==> config.mk <==
export PLATFORM = sky130hd
export DESIGN_NAME = eth_frame_rx_parser
export DESIGN_NICKNAME = d
export VERILOG_FILES = /design/src/rtl/eth_frame_rx_parser.sv
export SDC_FILE = /design/constraint.sdc
export NUM_CORES = 1
export LEC_CHECK = 0
export ABC_AREA = 0
export CORE_MARGIN = 1
export CORE_UTILIZATION = 63
export DETAILED_ROUTE_END_ITERATION = 7
export DONT_BUFFER_PORTS = 1
export HOLD_SLACK_MARGIN = 0.03
export MAX_ROUTING_LAYER = met4
export PLACE_DENSITY_LB_ADDON = 0.08
export REMOVE_ABC_BUFFERS = 1
export SLEW_MARGIN = 0
export SYNTH_ARGS = -nofsm -noshare
export SYNTH_HDL_FRONTEND = slang
export SYNTH_SLANG_ARGS = --single-unit
export TNS_END_PERCENT = 30
==> constraint.sdc <==
create_clock -name clk -period 3.3 [get_ports clk]
set_input_delay 0.66 -clock clk [delete_from_list [all_inputs] [get_ports clk]]
set_output_delay 0.66 -clock clk [all_outputs]
set_load 0.05 [all_outputs]
==> src/rtl/eth_frame_rx_parser.sv <==
// rtl/eth_frame_rx_parser.sv - receive-side Ethernet frame parser: preamble strip, header extract,
// address filter, FCS-stripped payload stream, CRC-32 and length status.
module eth_frame_rx_parser #(
   parameter int MIN_FRAME = 64,
   parameter int MAX_FRAME = 1518,
   parameter bit PROMISC   = 1'b0
) (
   input  logic        clk,
   input  logic        rst,
   input  logic [7:0]  rx_data_in,
   input  logic        rx_valid,
   input  logic        rx_last,
   input  logic [47:0] local_mac,
   output logic        hdr_valid,
   output logic [47:0] dest_mac,
   output logic [47:0] src_mac,
   output logic [15:0] ethertype,
   output logic [7:0]  rx_data_out,
   output logic        rx_data_vld,
   output logic        rx_data_last,
   output logic        frame_done,
   output logic        frame_ok,
   output logic        err_crc,
   output logic        err_len
);

   typedef enum logic [2:0] {S_IDLE, S_PRE, S_HDR, S_PAY, S_DROP} state_t;

   localparam logic [10:0] MIN_L = 11'(MIN_FRAME);
   localparam logic [10:0] MAX_L = 11'(MAX_FRAME);

   state_t        state_q, state_d;
   logic [10:0]   len_q, len_d, len_inc;
   logic [31:0]   crc_q, crc_d, crc_nxt;
   logic [111:0]  hdr_q, hdr_d, hdr_nxt;
   logic [31:0]   dl_q, dl_d;
   logic [2:0]    dl_cnt_q, dl_cnt_d;
   logic [47:0]   dest_q, dest_d, src_q, src_d;
   logic [15:0]   type_q, type_d;
   logic [7:0]    dout_q, dout_d;
   logic          hvld_q, hvld_d, dvld_q, dvld_d, dlast_q, dlast_d;
   logic          done_q, done_d, ok_q, ok_d, ecrc_q, ecrc_d, elen_q, elen_d;
   logic          addr_ok, status, force_len;

   function automatic logic [31:0] crc_byte(input logic [31:0] c, input logic [7:0] d);
      logic [31:0] r;
      r = c;
      for (int i = 0; i < 8; i++) begin
         r = (r[0] ^ d[i]) ? ((r >> 1) ^ 32'hEDB88320) : (r >> 1);
      end
      return r;
   endfunction

   always_comb begin
      len_inc = (len_q == 11'h7FF) ? len_q : len_q + 11'd1;
      crc_nxt = crc_byte(crc_q, rx_data_in);
      hdr_nxt = {hdr_q[103:0], rx_data_in};
      // Only meaningful on the 6th header byte, when hdr_nxt[47:0] holds the full dest MAC.
      addr_ok = PROMISC || (hdr_nxt[47:0] == local_mac) || (hdr_nxt[47:0] == 48'hFFFF_FFFF_FFFF);

      state_d   = state_q;
      len_d     = len_q;
      crc_d     = crc_q;
      hdr_d     = hdr_q;
      dl_d      = dl_q;
      dl_cnt_d  = dl_cnt_q;
      dest_d    = dest_q;
      src_d     = src_q;
      type_d    = type_q;
      dout_d    = dout_q;
      hvld_d    = 1'b0;
      dvld_d    = 1'b0;
      dlast_d   = 1'b0;
      done_d    = 1'b0;
      ok_d      = 1'b0;
      ecrc_d    = 1'b0;
      elen_d    = 1'b0;
      status    = 1'b0;
      force_len = 1'b0;

      if (rx_valid) begin
         case (state_q)
            S_IDLE: if (rx_data_in == 8'h55) state_d = S_PRE;
            S_PRE: begin
               if (rx_data_in == 8'hD5) begin
                  state_d  = S_HDR;
                  len_d    = '0;
                  crc_d    = 32'hFFFF_FFFF;
                  dl_cnt_d = '0;
                  dl_d     = '0;
               end else if (rx_data_in != 8'h55) begin
                  state_d = S_DROP;
               end
            end
            S_HDR: begin
               len_d = len_inc;
               crc_d = crc_nxt;
               hdr_d = hdr_nxt;
               if (len_q == 11'd5 && !addr_ok) begin
                  state_d = S_DROP;
               end else if (len_q == 11'd13) begin
                  state_d = S_PAY;
                  hvld_d  = 1'b1;
                  dest_d  = hdr_nxt[111:64];
                  src_d   = hdr_nxt[63:16];
                  type_d  = hdr_nxt[15:0];
               end
               status    = rx_last && (len_q > 11'd5 || (len_q == 11'd5 && addr_ok));
               force_len = 1'b1;
            end
            S_PAY: begin
               len_d    = len_inc;
               crc_d    = crc_nxt;
               dl_d     = {dl_q[23:0], rx_data_in};
               dl_cnt_d = (dl_cnt_q == 3'd4) ? 3'd4 : dl_cnt_q + 3'd1;
               // Emitted byte sits 4 positions back, so len_inc <= MAX keeps it clear of the max-frame FCS.
               if (dl_cnt_q == 3'd4 && len_inc <= MAX_L) begin
                  dout_d  = dl_q[31:24];
                  dvld_d  = 1'b1;
                  dlast_d = rx_last;
               end
               status = rx_last;
            end
            default: ;
         endcase
         if (status) begin
            done_d = 1'b1;
            ecrc_d = (crc_nxt != 32'hDEBB_20E3);
            elen_d = force_len || (len_inc < MIN_L) || (len_inc > MAX_L);
            ok_d   = !((crc_nxt != 32'hDEBB_20E3) || force_len || (len_inc < MIN_L) || (len_inc > MAX_L));
         end
         if (rx_last) state_d = S_IDLE;
      end
   end

   always_ff @(posedge clk) begin
      if (rst) begin
         state_q  <= S_IDLE;
         len_q    <= '0;
         crc_q    <= 32'hFFFF_FFFF;
         hdr_q    <= '0;
         dl_q     <= '0;
         dl_cnt_q <= '0;
         dest_q   <= '0;
         src_q    <= '0;
         type_q   <= '0;
         dout_q   <= '0;
         hvld_q   <= 1'b0;
         dvld_q   <= 1'b0;
         dlast_q  <= 1'b0;
         done_q   <= 1'b0;
         ok_q     <= 1'b0;
         ecrc_q   <= 1'b0;
         elen_q   <= 1'b0;
      end else begin
         state_q  <= state_d;
         len_q    <= len_d;
         crc_q    <= crc_d;
         hdr_q    <= hdr_d;
         dl_q     <= dl_d;
         dl_cnt_q <= dl_cnt_d;
         dest_q   <= dest_d;
         src_q    <= src_d;
         type_q   <= type_d;
         dout_q   <= dout_d;
         hvld_q   <= hvld_d;
         dvld_q   <= dvld_d;
         dlast_q  <= dlast_d;
         done_q   <= done_d;
         ok_q     <= ok_d;
         ecrc_q   <= ecrc_d;
         elen_q   <= elen_d;
      end
   end

   assign hdr_valid    = hvld_q;
   assign dest_mac     = dest_q;
   assign src_mac      = src_q;
   assign ethertype    = type_q;
   assign rx_data_out  = dout_q;
   assign rx_data_vld  = dvld_q;
   assign rx_data_last = dlast_q;
   assign frame_done   = done_q;
   assign frame_ok     = ok_q;
   assign err_crc      = ecrc_q;
   assign err_len      = elen_q;

endmodule
==> flow_summary.yaml <==
floorplan:
  dieArea_um2: 21000
  fp.dieH_um: 145
  core.rowCount: 51
  io_pins: 187
  die_w_um: 145
  core_area_um2: 19700
  initial_core_util_pct: 65.3
synth:
  async_reset_ff_share_pct: 0
  yosysWarnings: 0
  synthFlopType: "dfxtp_1"
  synthMuxAreaShare_pct: 1.03
  synthTopCellsByCount: "463 x nand2_1, 312 x dfxtp_1, 242 x a21oi_1"
  netlist_area_um2: 12900
  postSynthCellCount: 1606
  yosysSeqAreaShare_pct: 48.5
  ys_top_cells_by_area: "dfxtp_1 49%, nand2_1 13%, a21oi_1 9.4%"
  yosysMostFrequentCell: "nand2_1"
  synth-adder-area-share_pct: 0.486
  ys_ff_latch: 312
  synth_edf_count: 0
  synth_top_area_share_pct: 48.5
  yosys.area_share.xor_xnor_pct: 9.16
  synth_top_family_by_area: "simple AND/OR/NAND/NOR gates"
  synth_compound_area_share_pct: 14.5
  synth-simple-area-share_pct: 22.6
  yosys.area.top_type: "dfxtp_1"
  syn_avg_cell_area_um2: 8.02
  synth.distinct_cells: 55
timing:
  worstMarginPinSlew_ns: 1.11
  drv_slew: 0
  max_slew_margin_pct: 26.3
  finalHoldViolCount: 0
  fin_crit_ns: 3.00
  holdWs_ns: 0.238
  rsz0062_at_grt: "no"
  max_freq_mhz: 333
  finalCritPeriodShare_pct: 91.0
  setup_tns_ns: 0
  setup_viol: 0
  setup_ws_ns: 0.298
  fin_worst_skew_ns: 0.0178
clock_network:
  cts_root_buf: "clkbuf_16"
  post_cts_resized: 0
  cts_made_buffers: 34
  clock-sinks: 312
  clkTransAtPathRegs_ns: 0.06
  ctsHoldBuffers: 0
  insertion_delay_ns: 0.51
  cts_buffer_depth: 3
  tritoncts: "done"
  postCtsSetupRepairBufs: 0
  htree_num_levels: 2
worst_setup_path:
  cp-start-kind: "register"
  worstSetupPathType: "register to register"
  cp_data_required_time_ns: 3.69
  worst-path-buf-inv: 0
  crit_slowest_cell: "nor2_1"
  cp.arrival_ns: 3.39
  path_max_fanout: 8
  critPathMostFrequentCell: "nor2_1"
  cp_cell_sequence: "ha_1 -> nand3_1 -> nor3_1 -> mux2_2 -> o211ai_1 -> o32ai_1 -> nor2_1 -> mux2i_1 -> nor2_1"
  end_kind: "register"
  path_delay_family: "simple AND/OR/NAND/NOR gates"
  critPathMaxStageDelay_ns: 0.80
hold_path:
  hp-class: "input pin to register"
detailed_routing:
  drcViolationCount: 0
  routedWlPerCell_um: 17.5
  drtIter0Drc: 1000
  ant_nets: 0
  via_count: 10600
  drt_pre_antenna_iters: 5
  wirelength_mm: 32.2
  vias_per_cell: 5.75
cells_and_area:
  fin_nets: 1614
  antenna_cells: 0
  n_fill_cell: 1595
  final_layout_size_suffix_gt1_share_pct: 6.55
  seqCellArea_um2: 6250
  area_delta_synth_final_pct: 9.71
  multi_input_area_um2: 6180
global_routing:
  grt_pass1_wl_mm: 51.3
  grt.total_usage_pct: 30.9
  grt_overflow_total: 0
  grt_max_degree: 311
  antenna_found_initial: 0
  grt_pass1_vias: 9811
status:
  outcome: "completed"
pwr:
  ir_worst_vdd_mv: 0.469
  pwr_density_cell_nw_per_um2: 551
  power.leakage_nw: 4.63
placed_design:
  portBuffers: 0
  gp_congestion: 0.860
  hpwl_mm: 20.7
  dp_slack_ns: 0.377
job:
  drv_cap: 0
[final cells by class]
| class | instances | area share (%) |
|---|---|---|
| multi-input cells | 1170 | 43.7 |
| well taps | 265 | 2.35 |
| clock inverters | 8 | 0.602 |
| flip-flops and latches | 312 | 44.2 |
| inverters | 9 | 0.239 |
| clock buffers | 51 | 7.34 |
| repair buffers | 22 | 1.52 |
[through the flow]
stage,cell area (µm²),util [%],instances,power (mW)
3_3_place_gp,13000,65.9,1778,4.13
5_1_grt,14100,71.6,1837,8.00
2_1_floorplan,12400,-,1491,4.07
4_1_cts,14100,71.6,1837,7.82
6_report,14100,71.6,1837,7.78
3_5_place_dp,13000,65.9,1778,4.12
[sequential cells by signal, indices dropped and copies added (netlist names)]
register	cells
crc_q	32
dest_mac	48
dl_cnt_q	3
dl_q	32
err_crc	1
err_len	1
ethertype	16
frame_done	1
frame_ok	1
hdr_q	104
hdr_valid	1
len_q	11
rx_data_last	1
rx_data_out	8
rx_data_vld	1
src_mac	48
state_q	3
[layer usage]
layer  GRT usage (%)  wire [µm]  vias up
met5               -          0        -
met4            8.78        731        0
met3            7.80       2790       56
met2            46.5      14600      336
met1            41.0      14100     4942
li1                -          -     5222
[path summary, 6_finish.rpt]
kind,start,slack (ns),cells past startpoint,to
hold reg to reg,hdr_q[74],0.45,2,hdr_q[82]
setup reg to reg,len_q[0],0.30,9,rx_data_out[3]
setup / recovery,len_q[0],0.30,9,rx_data_out[3]
hold / removal,rst,0.24,1,hdr_q[65]
[logic make-up after synthesis]
kind of cell | count (synthesis)
fa+ha+maj | 5
compound gates | 334
xor+xnor | 123
mux | 13
simple gates | 695
buf+inv | 124
flops | 312
[cell usage in the layout (no fill, tap or decap), drive strengths merged, types with 3 or more instances in the layout]
cell type,netlist,layout
nand2b,17,17
buf,8,22
o22ai,4,4
ha,5,5
xnor2,99,99
nor4,10,10
or3,3,3
o21ai,18,18
nor2,89,89
and2,4,4
inv,9,10
nand3,25,25
a22oi,36,36
dfxtp,312,312
xor2,24,24
a21oi,242,242
or2,11,11
o21bai,11,11
mux2i,11,11
nand4,27,27
clkbuf,107,51
and3,4,4
clkinv,0,4
nand3b,3,3
nor3,34,34
nand2,463,463
a31oi,6,6
[power breakdown]
part	total (mW)	internal, mW	switching, mW	leakage [nW]
logic	0.278	0.135	0.143	1.57
registers	3.77	3.77	0.0000615	2.51
clock network	3.73	2.25	1.48	0.548
total	7.78	6.15	1.62	4.63
No activity file was read; power rests on OpenSTA's default activity.
==> variant 1, RTL diff (same settings) <==
Register the output `frame_done` once more, cleared by the reset; this adds one clock of latency there. The other outputs are not delayed to match.
--- a/src/rtl/eth_frame_rx_parser.sv
+++ b/src/rtl/eth_frame_rx_parser.sv
@@ -180,7 +180,13 @@
    assign rx_data_out  = dout_q;
    assign rx_data_vld  = dvld_q;
    assign rx_data_last = dlast_q;
-   assign frame_done   = done_q;
+   always_ff @(posedge clk) begin
+      if (rst) begin
+         frame_done <= '0;
+      end else begin
+         frame_done <= done_q;
+      end
+   end
    assign frame_ok     = ok_q;
    assign err_crc      = ecrc_q;
    assign err_len      = elen_q;
Function: same outputs for any inputs over 4 cycles, from zero or initial values and one cycle with rst high; that may be too few to reach the edited logic, so the function may still have changed.
==> variant 1 against the original RTL <==
- setup slack better by 0.24 ns
- global-route usage decreased by 0.23 points
- cell area up 0.54%
- power fell by 1.8%
- wire length is 1.0% higher
- synthesized area is 1.9% higher
- clock skew down 0.0055 ns
- utilization fell by 1.7 points
- sequential share of layout area decreased by 0.097 points
- sequential cell count increased by 1
- critical path type unchanged
- largest power group unchanged
==> variant 1: results (changes against the original RTL) <==
| Metric | Value |
|---|---|
| Number of buffers inserted during clock tree synthesis | 30 (-12%) |
| Number of input and output port buffers inserted | 0 (unchanged) |
| GP Congestion | 0.9072 (+5.5%) |
| Via density per instance | 5.780 (+0.58%) |
| Synth warn | 0 (unchanged) |
| Number of buffers between clock root and the deepest sink | 3 (unchanged) |
| Worst-case vdd ir drop | 0.4203 mV (-10%) |
| Worst clock skew | 0.01226 ns (-0.005513 ns) |
| Total global routing track utilization | 30.65% (-0.23 points) |
| Largest register FFs | 104 (unchanged) |
| H-Tree Depth | 1 (-1) |
| Cell leakage power | 4.857 nW (+4.9%) |
| Number of violations reported at the end of detailed-routing iteration 0 | 840 (-16%) |
| Result of the run | complete, no violations |
| Synth cell count leaders | sky130_fd_sc_hd__nand2_1, sky130_fd_sc_hd__dfxtp_1, sky130_fd_sc_hd__a21oi_1 |
| Drt first pass iters | 5 (unchanged) |
| Maximum fanout count along the critical path | 10 (+2) |
| Clock Root Buffer | sky130_fd_sc_hd__clkbuf_16 |
| Cell count after placement | 1753 (-1.4%) |
| Share of final-layout standard cells stronger than drive strength 1 | 5.921% (-0.63 points) |
| Worst min-delay path category | in -> reg |
| HPWL reported at the end of detailed placement | 20690 um (-0.29%) |
| Share of synthesized area occupied by flip-flops and latches | 47.76% (-0.75 points) |
| Async set or reset register ratio after synthesis | 0% (unchanged) |
| Prevailing post-synth register cell | sky130_fd_sc_hd__dfxtp_1 |
| Overall via count from detail_route | 10440 (-1.1%) |
| Minimum setup slack after placement | 0.5651 ns (+0.1881 ns) |
| Cells after Synth | 1582 (-1.5%) |
| Register ranked first by flip-flop count | hdr_q |
| Number of post-CTS setup repair buffers | 0 (unchanged) |
| Global-route wire length before repair | 51430 um (+0.27%) |
| Number of resized instances in the post-cts repair step | 0 (unchanged) |
| Number of pins with negative max-slew slack in the final report | 0 (unchanged) |
| Total detailed-routing wirelength | 32560 um (+1.0%) |
| Maximum number of pins on one net before global-route repair | 312 (+0.32%) |
| Via count of the first global-routing pass | 9760 (-0.52%) |
| Reported net switching power | 1.591 mW (-1.8%) |
| Clock transition at the register clock pins on the worst setup and hold paths after CTS | 0.07 ns |
| Antenna diode count | 0 (unchanged) |
| Data arrival, critical path | 3.22 ns (-0.17 ns) |
| Synth top area cells | sky130_fd_sc_hd__dfxtp_1, sky130_fd_sc_hd__nand2_1, sky130_fd_sc_hd__a21oi_1 |
| Worst-skew pair later-pin latency | 0.57 ns (+0.06 ns) |
| Antenna violations before repair | 0 (unchanged) |
| Number of distinct library cells after synthesis | 62 (+13%) |
| Worst Tran Pin Value | 1.121 ns (+0.01606 ns) |
==> variant 1: worst max-delay path, stage by stage (launching register included) <==
cell	delay (ns)
sky130_fd_sc_hd__dfxtp_1	0.50
sky130_fd_sc_hd__nand4_1	0.25
sky130_fd_sc_hd__a2111oi_0	0.59
sky130_fd_sc_hd__xnor2_1	0.26
sky130_fd_sc_hd__o2111ai_1	0.25
sky130_fd_sc_hd__nor2_2	0.50
sky130_fd_sc_hd__mux2i_1	0.26
sky130_fd_sc_hd__nor2_1	0.05
==> variant 1: cells by family (layout without fill, tap and decap cells) <==
family | Yosys count | count (layout) | synth area share [%]
multiplexers | 9 | 9 | 0.6867
AO/OA/AOI/OAI | 346 | 346 | 14.91
flip-flops | 313 | 313 | 47.76
buffers and inverters | 126 | 81 | 4.034
adder cells (fa/ha/maj) | 5 | 5 | 0.4769
AND/OR/NAND/NOR | 659 | 659 | 21.57
XOR/XNOR | 124 | 124 | 10.56
==> variant 1: layer usage <==
metal  global-route usage (%)  routed length, um  up-vias
met5                        -                  0        -
li1                         -                  -     5156
met2                    49.76              15640      317
met3                    6.031               2461       76
met4                    10.68               1181        0
met1                    38.06              13280     4895
==> variant 1: metrics by stage <==
step / TNS (ns) / utilization (%) / area [um^2] / hold WS (ns)
2_1_floorplan: -625.02 / - / 12640 / 0.4138
3_3_place_gp: 0 / 64.82 / 13160 / 0.4374
3_5_place_dp: 0 / 64.82 / 13160 / 0.4422
4_1_cts: 0 / 69.95 / 14200 / 0.1691
5_1_grt: 0 / 69.95 / 14200 / 0.1494
6_report: 0 / 69.95 / 14200 / 0.1697
==> variant 1: final cells by class <==
type	instances	area, um^2
clock inverter	7	137.6
tap	270	337.8
sequential	313	6266
inverter	12	50.05
fill	1707	6100
multi-input combinational	1143	6354
clock buffer	47	904.6
timing repair buffer	15	150.1
==> variant 1: worst paths after layout <==
check             start        endpoint  slack, ns  depth (start not counted)
max            len_q[2]  rx_data_out[3]       0.53                          7
min                 rst        dl_q[31]       0.17                          1
max reg2reg    len_q[2]  rx_data_out[3]       0.53                          7
min reg2reg  hdr_q[101]    dest_mac[45]       0.46                          2
==> variant 1: power groups by stage <==
| stage | combinational (mW) | clock, mW | sequential, mW |
|---|---|---|---|
| 6_report | 0.306 | 3.55 | 3.78 |
| 5_1_grt | 0.328 | 3.76 | 3.78 |
| 4_1_cts | 0.306 | 3.60 | 3.78 |
| 3_5_place_dp | 0.304 | 0 | 3.86 |
| 3_3_place_gp | 0.303 | 0 | 3.86 |
| 2_1_floorplan | 0.250 | 0 | 3.86 |
==> variant 2, RTL diff (same flow settings) <==
Made on the original files. Change the parameter `PROMISC` from 1'b0 to 1'b1.
--- a/src/rtl/eth_frame_rx_parser.sv
+++ b/src/rtl/eth_frame_rx_parser.sv
@@ -3,7 +3,7 @@
 module eth_frame_rx_parser #(
    parameter int MIN_FRAME = 64,
    parameter int MAX_FRAME = 1518,
-   parameter bit PROMISC   = 1'b0
+   parameter bit PROMISC   = 1'b1
 ) (
    input  logic        clk,
    input  logic        rst,
Behaviour: same outputs for any inputs over 4 cycles, from zero or initial values and one cycle with rst high; that may be too few to reach the edited logic, so the function may still have changed.
==> variant 2 against the original RTL <==
- synthesized area is 3.6% lower
- global-route usage is 3.2 points lower
- worst hold slack worse by 0.065 ns
- wire length is 15% lower
- setup slack better by 0.32 ns
- sequential cell count stayed put
- power is 5.4% lower
- cell area is 4.4% lower
- largest cell class unchanged
- highest routed layer unchanged
==> variant 2: results (changes against the original RTL) <==
| Metric | Value |
|---|---|
| Result of the run | complete, no violations |
| Number of violations reported at the end of detailed-routing iteration 0 | 657 (-34%) |
| Number of buffers inserted during clock tree synthesis | 30 (-12%) |
| Worst clock skew | 0.009813 ns (-0.007960 ns) |
| Met2 WL | 12880 um (-12%) |
| Slowest CP cell | sky130_fd_sc_hd__or4_1 |
| Cell area after placement | 12520 um^2 (-3.7%) |
| Cell leakage power | 4.482 nW (-3.2%) |
| Via count of the first global-routing pass | 9105 (-7.2%) |
| Maximum fanout count along the critical path | 9 (+1) |
| Remaining max-slew budget at the tightest pin | 26.40% (+0.095 points) |
| Maximum number of pins on one net before global-route repair | 269 (-14%) |
| H-Tree Depth | 1 (-1) |
| Cell count after placement | 1704 (-4.2%) |
| Total global routing track utilization | 27.69% (-3.2 points) |
| Wire length on met3 | 1905 um (-32%) |
| HPWL reported at the end of detailed placement | 16460 um (-21%) |
| GP Congestion | 0.8979 (+4.4%) |
| Wire per inst | 15.56 um (-11%) |
| Setup slack of the worst register-to-register path | 0.62 ns (+0.32 ns) |
| Worst-case vdd ir drop | 0.5077 mV (+8.3%) |
| Number of non-filler instances in the completed layout | 1760 (-4.2%) |
| Net Sw Frac | 21.22% (+0.38 points) |
| Number of nets in the finished design | 1541 (-4.5%) |
| Stage delay of the slowest cell on the critical path | 0.55 ns (-0.25 ns) |
| Synth cell count leaders | sky130_fd_sc_hd__nand2_1, sky130_fd_sc_hd__dfxtp_1, sky130_fd_sc_hd__a21oi_1 |
| Share of final-layout standard cells stronger than drive strength 1 | 6.267% (-0.29 points) |
| Number of distinct library cells after synthesis | 58 (+5.5%) |
| Average instance area after synthesis | 8.060 um^2 (+0.55%) |
## variant 2: cell count changes after synthesis, sizes merged, moves of 27 or more
cell | before | now
a22oi | 36 | 2
nor2 | 89 | 37
nand2 | 463 | 517
a21oi | 242 | 269
nand3 | 25 | 61
xnor2 | 99 | 43
## variant 2: path summary, 6_finish.rpt
kind         startpoint           to  cells past startpoint
max            len_q[8]   state_q[1]                      7
min                 rst  src_mac[43]                      1
max reg2reg    len_q[8]   state_q[1]                      7
min reg2reg    dl_q[17]     dl_q[17]                      2
## variant 2: power groups by stage
stage	clock network [mW]	registers [mW]	logic [mW]
floorplan	0	3.85	0.202
global placement	0	3.85	0.248
detailed placement	0	3.85	0.247
CTS	3.39	3.77	0.248
global route	3.55	3.77	0.267
finish	3.34	3.77	0.248
## variant 2: metrics by stage
step | setup WS [ns] | utilization (%) | power [mW]
after global routing | 0.4669 | 70.99 | 7.584
after CTS | 0.6337 | 70.99 | 7.406
after detailed placement | 0.4167 | 65.84 | 4.100
after global placement | 0.4233 | 65.84 | 4.101
final | 0.6158 | 70.99 | 7.357
after floorplan | -5.754 | - | 4.054
## variant 2: cells by family (layout without fill, tap and decap cells)
| family | count (synthesis) | after routing | share of synthesized area (%) |
|---|---|---|---|
| muxes | 13 | 13 | 1.059 |
| AOI/OAI and AO/OA | 334 | 334 | 14.20 |
| adders and majority gates | 5 | 5 | 0.5043 |
| buffers and inverters | 128 | 89 | 3.974 |
| DFF | 312 | 312 | 50.35 |
| xor gates and xnor gates | 72 | 72 | 7.414 |
| and+or+nand+nor | 675 | 675 | 22.49 |
## variant 2: metal layers
metal | GRT usage [%] | vias up
li1 | - | 4947
met1 | 35.72 | 4567
met2 | 43.94 | 246
met3 | 6.561 | 40
met4 | 6.678 | 0
met5 | - | -
## variant 2: area by class of cell
cell class | instances | area (um^2) | area share [%]
Timing Repair Buffer | 22 | 202.7 | 1.501
Multi-Input combinational cell | 1099 | 5705 | 42.26
Clock inverter | 18 | 168.9 | 1.251
Sequential cell | 312 | 6246 | 46.27
Tap cell | 260 | 325.3 | 2.410
Clock buffer | 38 | 810.8 | 6.006
Inverter | 11 | 41.29 | 0.3058
